<file path="src/rtl/requant_out_writer_pkg.sv">
// Shared constants and state encoding for the requantization output writer.
// Defaults match the scale stage lane layout (6 int8 lanes per beat).
// No logic lives here.
package requant_out_writer_pkg;

    localparam int DN_DEF     = 6;
    localparam int OW_DEF     = 8;
    localparam int BW_DEF     = 32;
    localparam int WORD_BYTES = BW_DEF / 8;
    localparam int PACK_BYTES = DN_DEF + WORD_BYTES;

    typedef enum logic [1:0] {
        ST_IDLE  = 2'd0,
        ST_RUN   = 2'd1,
        ST_FLUSH = 2'd2,
        ST_DONE  = 2'd3
    } state_t;

endpackage

</file>
<file path="src/rtl/sync_fifo.sv">
// Generic synchronous FIFO, first-word-fall-through read data.
// Latency: write at edge t is visible on dout in cycle t+1.
// Backpressure: writes while full and reads while empty are ignored.
module sync_fifo #(
    parameter int W = 48,
    parameter int D = 8
) (
    input  logic         clk,
    input  logic         rst,
    input  logic         wr,
    input  logic [W-1:0] din,
    input  logic         rd,
    output logic [W-1:0] dout,
    output logic         full,
    output logic         empty
);
    localparam int PW = $clog2(D);

    logic [W-1:0] mem [D];
    logic [PW:0]  wp;
    logic [PW:0]  rp;

    assign empty = (wp == rp);
    assign full  = (wp[PW] != rp[PW]) && (wp[PW-1:0] == rp[PW-1:0]);
    assign dout  = mem[rp[PW-1:0]];

    // Storage array, written only when there is room.
    always_ff @(posedge clk) begin
        if (wr && !full) begin
            mem[wp[PW-1:0]] <= din;
        end
    end

    // Pointer update; the extra MSB distinguishes full from empty.
    always_ff @(posedge clk) begin
        if (rst) begin
            wp <= '0;
            rp <= '0;
        end else begin
            if (wr && !full) begin
                wp <= wp + 1'b1;
            end
            if (rd && !empty) begin
                rp <= rp + 1'b1;
            end
        end
    end

endmodule

</file>
<file path="src/rtl/requant_out_writer.sv">
// Buffers int8 lane beats from the scale stage and repacks them into BW-bit words for the output SRAM.
// Latency: s_valid in cycle t -> wr_en high in cycle t+2 with an empty buffer and wr_ready high.
// Backpressure: wr_ready stalls the word port; the input has no ready, so FIFO overflow drops beats (err_ovf).
module requant_out_writer
    import requant_out_writer_pkg::*;
#(
    parameter int DN = DN_DEF,
    parameter int OW = OW_DEF,
    parameter int BW = BW_DEF,
    parameter int AW = 16,
    parameter int FD = 8,
    parameter int CW = 16
) (
    input  logic             clk,
    input  logic             rst,
    input  logic             start,
    input  logic [AW-1:0]    cfg_base,
    input  logic [CW-1:0]    cfg_num,
    input  logic [DN*OW-1:0] s_data,
    input  logic             s_valid,
    output logic             wr_en,
    output logic [AW-1:0]    wr_addr,
    output logic [BW-1:0]    wr_data,
    input  logic             wr_ready,
    output logic             busy,
    output logic             done,
    output logic             err_ovf,
    output logic             err_stray
);
    localparam int WB   = BW / 8;
    localparam int PB   = DN + WB;
    localparam int PBW  = PB * 8;
    localparam int CNTW = $clog2(PB + 1);

    state_t          state;
    logic [CW-1:0]   num_r;
    logic [CW-1:0]   beats_rx;
    logic [PBW-1:0]  pbuf;
    logic [CNTW-1:0] cnt;

    logic             in_take;
    logic             fifo_wr;
    logic             fifo_full;
    logic             fifo_empty;
    logic [DN*OW-1:0] fifo_dout;
    logic             pop;
    logic             accept;
    logic [PBW-1:0]   buf_a;
    logic [PBW-1:0]   buf_n;
    logic [CNTW-1:0]  cnt_a;
    logic [CNTW-1:0]  cnt_n;
    logic             tile_end;

    sync_fifo #(
        .W (DN * OW),
        .D (FD)
    ) u_fifo (
        .clk   (clk),
        .rst   (rst),
        .wr    (fifo_wr),
        .din   (s_data),
        .rd    (pop),
        .dout  (fifo_dout),
        .full  (fifo_full),
        .empty (fifo_empty)
    );

    // Next pack-buffer contents: retire the accepted word first, then append the popped beat above it.
    always_comb begin
        in_take  = s_valid && (state == ST_RUN) && (beats_rx < num_r);
        fifo_wr  = in_take && !fifo_full;
        accept   = wr_en && wr_ready;
        pop      = (state == ST_RUN) && !fifo_empty && (cnt <= CNTW'(PB - DN));
        buf_a    = accept ? (pbuf >> BW) : pbuf;
        cnt_a    = accept ? (cnt - CNTW'(WB)) : cnt;
        buf_n    = pop ? (buf_a | (PBW'(fifo_dout) << {cnt_a, 3'b000})) : buf_a;
        cnt_n    = pop ? (cnt_a + CNTW'(DN)) : cnt_a;
        tile_end = (beats_rx == num_r) && fifo_empty && (cnt < CNTW'(WB));
    end

    // Control FSM with registered write port, status and sticky error flags.
    always_ff @(posedge clk) begin
        if (rst) begin
            state     <= ST_IDLE;
            num_r     <= '0;
            beats_rx  <= '0;
            pbuf      <= '0;
            cnt       <= '0;
            wr_en     <= 1'b0;
            wr_addr   <= '0;
            wr_data   <= '0;
            busy      <= 1'b0;
            done      <= 1'b0;
            err_ovf   <= 1'b0;
            err_stray <= 1'b0;
        end else begin
            done <= 1'b0;
            if (in_take && fifo_full) begin
                err_ovf <= 1'b1;
            end
            if (s_valid && !in_take) begin
                err_stray <= 1'b1;
            end
            case (state)
                ST_IDLE: begin
                    if (start) begin
                        wr_addr  <= cfg_base;
                        num_r    <= cfg_num;
                        beats_rx <= '0;
                        busy     <= 1'b1;
                        if (cfg_num == '0) begin
                            state <= ST_DONE;
                            done  <= 1'b1;
                        end else begin
                            state <= ST_RUN;
                        end
                    end
                end
                ST_RUN: begin
                    // Dropped beats still count so the tile always terminates.
                    if (in_take) begin
                        beats_rx <= beats_rx + CW'(1);
                    end
                    pbuf    <= buf_n;
                    cnt     <= cnt_n;
                    wr_en   <= (cnt_n >= CNTW'(WB));
                    wr_data <= buf_n[BW-1:0];
                    if (accept) begin
                        wr_addr <= wr_addr + AW'(1);
                    end
                    if (tile_end && !wr_en) begin
                        if (cnt != '0) begin
                            // Residual bytes go out as one word; upper bytes are already zero.
                            state   <= ST_FLUSH;
                            wr_en   <= 1'b1;
                            wr_data <= pbuf[BW-1:0];
                        end else begin
                            state <= ST_DONE;
                            done  <= 1'b1;
                        end
                    end
                end
                ST_FLUSH: begin
                    if (accept) begin
                        wr_en   <= 1'b0;
                        wr_addr <= wr_addr + AW'(1);
                        pbuf    <= '0;
                        cnt     <= '0;
                        state   <= ST_DONE;
                        done    <= 1'b1;
                    end
                end
                ST_DONE: begin
                    state <= ST_IDLE;
                    busy  <= 1'b0;
                end
                default: begin
                    state <= ST_IDLE;
                end
            endcase
        end
    end

endmodule
</file>
<file path="config.mk">
export PLATFORM = sky130hd
export DESIGN_NAME = requant_out_writer
export DESIGN_NICKNAME = d
export VERILOG_FILES = /design/src/rtl/requant_out_writer_pkg.sv /design/src/rtl/sync_fifo.sv /design/src/rtl/requant_out_writer.sv
export SDC_FILE = /design/constraint.sdc
export NUM_CORES = 1
export LEC_CHECK = 0
export CORE_ASPECT_RATIO = 0.6
export CORE_MARGIN = 8
export CORE_UTILIZATION = 53
export CTS_CLUSTER_DIAMETER = 100
export CTS_CLUSTER_SIZE = 10
export DETAILED_ROUTE_END_ITERATION = 7
export PLACE_DENSITY = 0.72
export SETUP_SLACK_MARGIN = 0.05
export SLEW_MARGIN = 30
export SYNTH_ARGS = -nofsm -noshare
export SYNTH_HDL_FRONTEND = slang
export SYNTH_SLANG_ARGS = --single-unit
</file>
<file path="constraint.sdc">
create_clock -name clk -period 8.55 [get_ports clk]
set_input_delay 1.71 -clock clk [delete_from_list [all_inputs] [get_ports clk]]
set_output_delay 1.71 -clock clk [all_outputs]
set_load 0.05 [all_outputs]
</file>
==> impl_metrics.toml, run 1 <==
[worst_setup_path]
crit_chain = "clkdlybuf4s50_1 -> nand4b_1 -> a211oi_1 -> nand3_1 -> nor2_1 -> nand2_1 -> nor3b_2 -> buf_4"
path_class = "in2reg"
cp-end-kind = "flop"
crit_fanout = 41
crit_slowest_cell = "buf_4"
path_delay_family = "simple AND/OR/NAND/NOR gates"
r2r_cells = 10
cp-startpoint = "s_valid"
reg2reg_slack_ns = 4.47
arrival_ns = 4.97
r2r-end = "u_fifo.mem[5][22]"
max_stage_delay_ns = 0.71
crit_buf_inv = 2
required_ns = 8.77
reg2reg_from = "num_r[9]"
critPathLaunchType = "input port"

[yosys]
yosysTopAreaCell = "edfxtp_1"
synth_seq_cells = 565
synth_most_common_cell = "edfxtp_1"
synth_compound_area_share_pct = 9.01
synth_adder_area_share_pct = 1.38
synth_commonest_cells = "edfxtp_1 (384), dfxtp_1 (181), nand2_1 (157)"
synth_top_area_share_pct = 48.9
ys.flop_type = "edfxtp_1"
ys_warn_count = 0
synth_mux_area_share_pct = 13.1
synth_top_family_by_area = "multiplexers"
synth_nets = 1803
synth_cell_type_count = 61
syn_inst = 1692
ys_async_sr_fraction_pct = 0
syn_area_um2 = 23600
avgSynthCellArea_um2 = 13.9
yosys.area_share.simple_pct = 8.23
synthXorXnorAreaFrac_pct = 1.04
synth_edf_count = 384
yosysSeqAreaShare_pct = 64.3
synth_area_leaders = "edfxtp_1 (49%), dfxtp_1 (15%), mux4_2 (9.2%)"

[power]
leakage_nw = 8.85
sequentialPowerShare_pct = 43.9
switching_power_mw = 2.11
switching_share_pct = 29.6
power_frac_clock_pct = 35.4
powerDensity_nw_per_um2 = 261
vdd_drop_max_mv = 0.136
p_int_mw = 5.01
power_frac_comb_pct = 20.8

[floorplanning]
die_w_um = 288
initial_core_util_pct = 54.0
rows = 59
coreArea_um2 = 43600
die_area_um2 = 51700
io_pins = 138
die_height_um = 179

[global_routing]
antenna_found_initial = 1
grt_pass1_wl_mm = 90.0
grt_max_degree = 69
grtUsageTotal_pct = 22.8
grt-ovfl-total = 0
grt_pass1_vias = 14900

[run]
maxCapViolCount = 0

[timing]
finalSetupTns_ns = 0
drv_slew = 0
max_freq_mhz = 211
finalHoldViolCount = 0
finalSetupViolCount = 0
slew_headroom_pct = 30.1
worst_slew_pin_slew_ns = 1.05
period_needed_ns = 4.75
rsz0062_at_grt = "false"
finClkSkew_ns = 0.0206
finalCritPeriodShare_pct = 55.6

[hold_path]
min_to = "num_r[7]"
hp-class = "reg2reg"
min_from = "num_r[7]"
whs_path_depth = 2

[clocking]
cts.sinks = 565
cts-root-buf = "clkbuf_16"
cts_resized = 0
htreeDepth = 3
cts_hold_buf = 0
clock_latency_ns = 0.60
cts_tree = "done"
clock_path_buffers = 3
path_clk_slew_ns = 0.06
cts_made_buffers = 66
post_cts_buffers = 0

[route]
routed_via_density = 6.26
routedWlPerCell_um = 24.4
ant_nets = 0
routed_wl_mm = 59.2
drt_iter0_markers = 1787
firstDrtPassIters = 8
drc = 0
route.vias.total = 15200

[run_status]
status = "complete, no violations"

[finish]
drive_gt1_share_pct = 13.9
area_growth_pct = 15.9
fin_nets = 1925
final_cells = 2428

[placed_design]
routabilityCongestion = 0.869
placed_cells = 2324
hpwl_mm = 37.1
portBuffers = 137
cells by family (layout without fill, tap and decap cells):
logic type	after synthesis	count (layout)
buffers and inverters	148	304
adder cells (fa/ha/maj)	26	26
other	0	1
flip-flops	565	565
multiplexers	186	186
AO/OA/AOI/OAI	308	308
XOR/XNOR	27	27
AND/OR/NAND/NOR	432	432
how the worst max path moves through the flow:
stage | cells after the start | slack, ns | endpoint
final | 8 | 3.80 | u_fifo.mem[5][22]
after global routing | 7 | 3.59 | u_fifo.mem[1][18]
after CTS | 7 | 3.79 | u_fifo.mem[1][18]
after detailed placement | 8 | 3.20 | u_fifo.mem[5][22]
after global placement | 7 | 3.32 | u_fifo.mem[1][18]
after floorplan | 5 | 1.71 | u_fifo.mem[2][0]
per-stage QoR:
step	total power, mW	worst slack [ns]	hold slack (ns)	util, %	cell area, um2
2_1_floorplan	4.18	1.71	0.425	-	23600
3_3_place_gp	4.58	3.32	0.443	58.2	25400
3_5_place_dp	4.62	3.20	0.443	58.2	25400
4_1_cts	7.13	3.79	0.455	62.5	27300
5_1_grt	7.39	3.59	0.475	62.6	27300
6_report	7.12	3.80	0.455	62.6	27300
power by group through the flow:
stage | Clock, mW | Sequential [mW] | Combinational (mW)
finish | 2.52 | 3.13 | 1.48
floorplan | 0 | 3.28 | 0.898
global route | 2.67 | 3.14 | 1.58
detailed placement | 0 | 3.19 | 1.43
CTS | 2.56 | 3.13 | 1.44
global placement | 0 | 3.18 | 1.39
worst register-to-register path, cell delays in order (launching register included):
cell and delay (ns):
dfxtp_1 0.33, inv_1 0.05, ha_1 0.31, a21oi_1 0.14, o21ai_0 0.18, a211oi_1 0.45
nand3_1 0.36, nor2_1 0.29, nand2_1 0.16, nor3b_2 0.68, buf_4 0.72
area by class of cell:
type | instances | area (um2)
inverters | 38 | 143
clock inverters | 6 | 70.1
clock buffers | 96 | 1810
multi-input cells | 979 | 7810
fillers | 3118 | 16300
well taps | 579 | 724
diodes | 1 | 2.50
repair buffers | 164 | 1590
flip-flops and latches | 565 | 15200
routing by layer:
layer  GRT usage [%]  up-vias  wire length, um
li1                -     6751                -
met1            32.9     7635            26000
met4            5.97        2             1110
met2            34.1      712            26600
met5               0        -               13
met3            6.27      108             5510
flip-flops by register name, indices dropped and copies added (netlist names), 2 cells and up, named ones only:
signal,cells
beats_rx,16
cnt,3
num_r,16
pbuf,80
state,2
u_fifo.mem,384
u_fifo.rp,4
u_fifo.wp,4
wr_addr,16
wr_data,32
placed cells by master (no fill, tap or decap), types with 9 or more instances in the layout:
master           Yosys  layout
inv_1               34      34
xnor2_1             19      19
mux2_2              26      26
a222oi_1            16      16
nand3_1             48      48
clkbuf_1            59      28
a21oi_1             79      79
nand2_1            157     157
nor3_1              28      26
mux4_2              96      96
o22ai_1             35      35
clkbuf_16            0      68
a22o_1              40      40
o2bb2ai_1           20      20
nor2_1             142     140
o21ai_1             21      22
edfxtp_1           384     384
mux2i_1             64      63
a22oi_1             13      13
ha_1                26      25
buf_4                3      27
o211ai_1             9       9
dfxtp_1            181     177
nand4_1             11      11
a211oi_1             9       9
o21ai_0             33      32
clkdlybuf4s50_1      0     136
(Power assumes the default switching activity.)
==> inputs of run 2 (changes only) <==
==> constraint.sdc (replaced) <==
create_clock -name clk -period 4.85 [get_ports clk]
set_input_delay 0.97 -clock clk [delete_from_list [all_inputs] [get_ports clk]]
set_output_delay 0.97 -clock clk [all_outputs]
set_load 0.05 [all_outputs]
==> impl_metrics.toml, run 2 (synthesis results as in run 1) <==
[floorplanning]
initial_core_util_pct = 54.0
coreArea_um2 = 43600
die_area_um2 = 51700
rows = 59
die_w_um = 288
die_height_um = 179
io_pins = 138

[global_routing]
grt_pass1_vias = 14800
antenna_found_initial = 2
grt_max_degree = 64
grt_pass1_wl_mm = 89.7
grt-ovfl-total = 0
grtUsageTotal_pct = 22.7

[route]
firstDrtPassIters = 7
ant_nets = 0
drc = 0
route.vias.total = 15200
routed_via_density = 6.27
drt_iter0_markers = 2041
routedWlPerCell_um = 24.4
routed_wl_mm = 59.1

[finish]
area_growth_pct = 16.7
final_common_cell = "edfxtp_1"
fillers = 3161
largest_reg_flops = 384
multi_input_area_um2 = 7830
final_cells = 2425
fin_area_um2 = 27500
drive_gt1_share_pct = 14.6
area.sequential_um2 = 15200
fin_nets = 1939
final_cell_mix = "edfxtp_1 (384), dfxtp_1 (177), nand2_1 (157)"

[timing]
setup_ws_ns = 1.60
whs_ns = 0.455
slew_headroom_pct = 28.5
finalSetupTns_ns = 0
max_freq_mhz = 308
worst_slew_pin_slew_ns = 1.04
drv_slew = 0
finalCritPeriodShare_pct = 67.0
finalHoldViolCount = 0
finClkSkew_ns = 0.0158
finalSetupViolCount = 0
rsz0062_at_grt = "false"
period_needed_ns = 3.25

[worst_setup_path]
crit_path_end = "u_fifo.mem[0][38]"
r2r_cells = 8
crit_fanout = 18
reg2reg_from = "state[1]"
cp-startpoint = "state[1]"
arrival_ns = 3.53
reg2reg_slack_ns = 1.60
cp-end-kind = "flop"
r2r-end = "u_fifo.mem[0][38]"
path_class = "reg2reg"
critPathLaunchType = "flop"
required_ns = 5.14

[power]
powerDensity_nw_per_um2 = 454
leakage_nw = 8.93
vdd_drop_max_mv = 0.325

[placed_design]
routabilityCongestion = 0.900
post-place-ws_ns = 1.06
placed_cells = 2338
portBuffers = 137
hpwl_mm = 38.3
postPlaceCellArea_um2 = 25700

[clocking]
cts_tree = "done"
htreeDepth = 3
clock_path_buffers = 3
cts_resized = 0
post_cts_buffers = 0
path_clk_slew_ns = 0.06
clock_latency_ns = 0.59
cts.sinks = 565
cts-root-buf = "clkbuf_16"
cts_hold_buf = 0
cts_made_buffers = 66

[run]
maxCapViolCount = 0

[hold_path]
hp-class = "reg2reg"

[run_status]
status = "complete, no violations"
-- run 2: worst min path at each step --
stage	startpoint	to	slack, ns	cells past startpoint
final	pbuf[50]	pbuf[50]	0.46	2
after CTS	num_r[15]	num_r[15]	0.46	2
after floorplan	pbuf[48]	pbuf[48]	0.42	2
after detailed placement	pbuf[55]	pbuf[55]	0.45	2
after global placement	pbuf[57]	pbuf[57]	0.44	2
after global routing	num_r[2]	num_r[2]	0.48	2
-- run 2: layout make-up --
cell class	count	share of cell area (%)
well taps	579	2.63
repair buffers	178	6.74
flip-flops and latches	565	55.1
multi-input cells	979	28.4
clock buffers	78	6.24
inverters	38	0.518
clock inverters	6	0.282
diodes	2	0.0182
-- run 2: metal layers --
layer	up-vias	part of all wire, %	track usage, %
met5	-	0	0
met3	101	9.4	5.20
met4	0	2.0	6.72
met2	747	44	32.7
li1	6743	-	-
met1	7619	44	34.3
-- run 2: through the flow --
stage          power (mW)  utilization [%]
6_report             12.5             63.1
5_1_grt              13.0             63.1
4_1_cts              12.5             63.0
3_5_place_dp         8.23             58.9
3_3_place_gp         8.16             58.9
2_1_floorplan        7.37                -
-- run 2: critical path, cell delays in order (launching register included) --
cell,delay [ns]
dfxtp_1,0.35
inv_1,0.10
ha_2,0.48
nand4b_1,0.15
a211oi_1,0.34
nand3_1,0.18
or3_1,0.51
nor3_4,0.57
buf_12,0.25
-- run 2: power by group --
| group | total, mW | internal, mW | leakage [nW] | switching (mW) |
|---|---|---|---|---|
| combinational | 2.66 | 0.949 | 3.13 | 1.71 |
| clock | 4.31 | 2.49 | 0.871 | 1.82 |
| sequential | 5.53 | 5.36 | 4.92 | 0.170 |
| total | 12.5 | 8.79 | 8.93 | 3.70 |
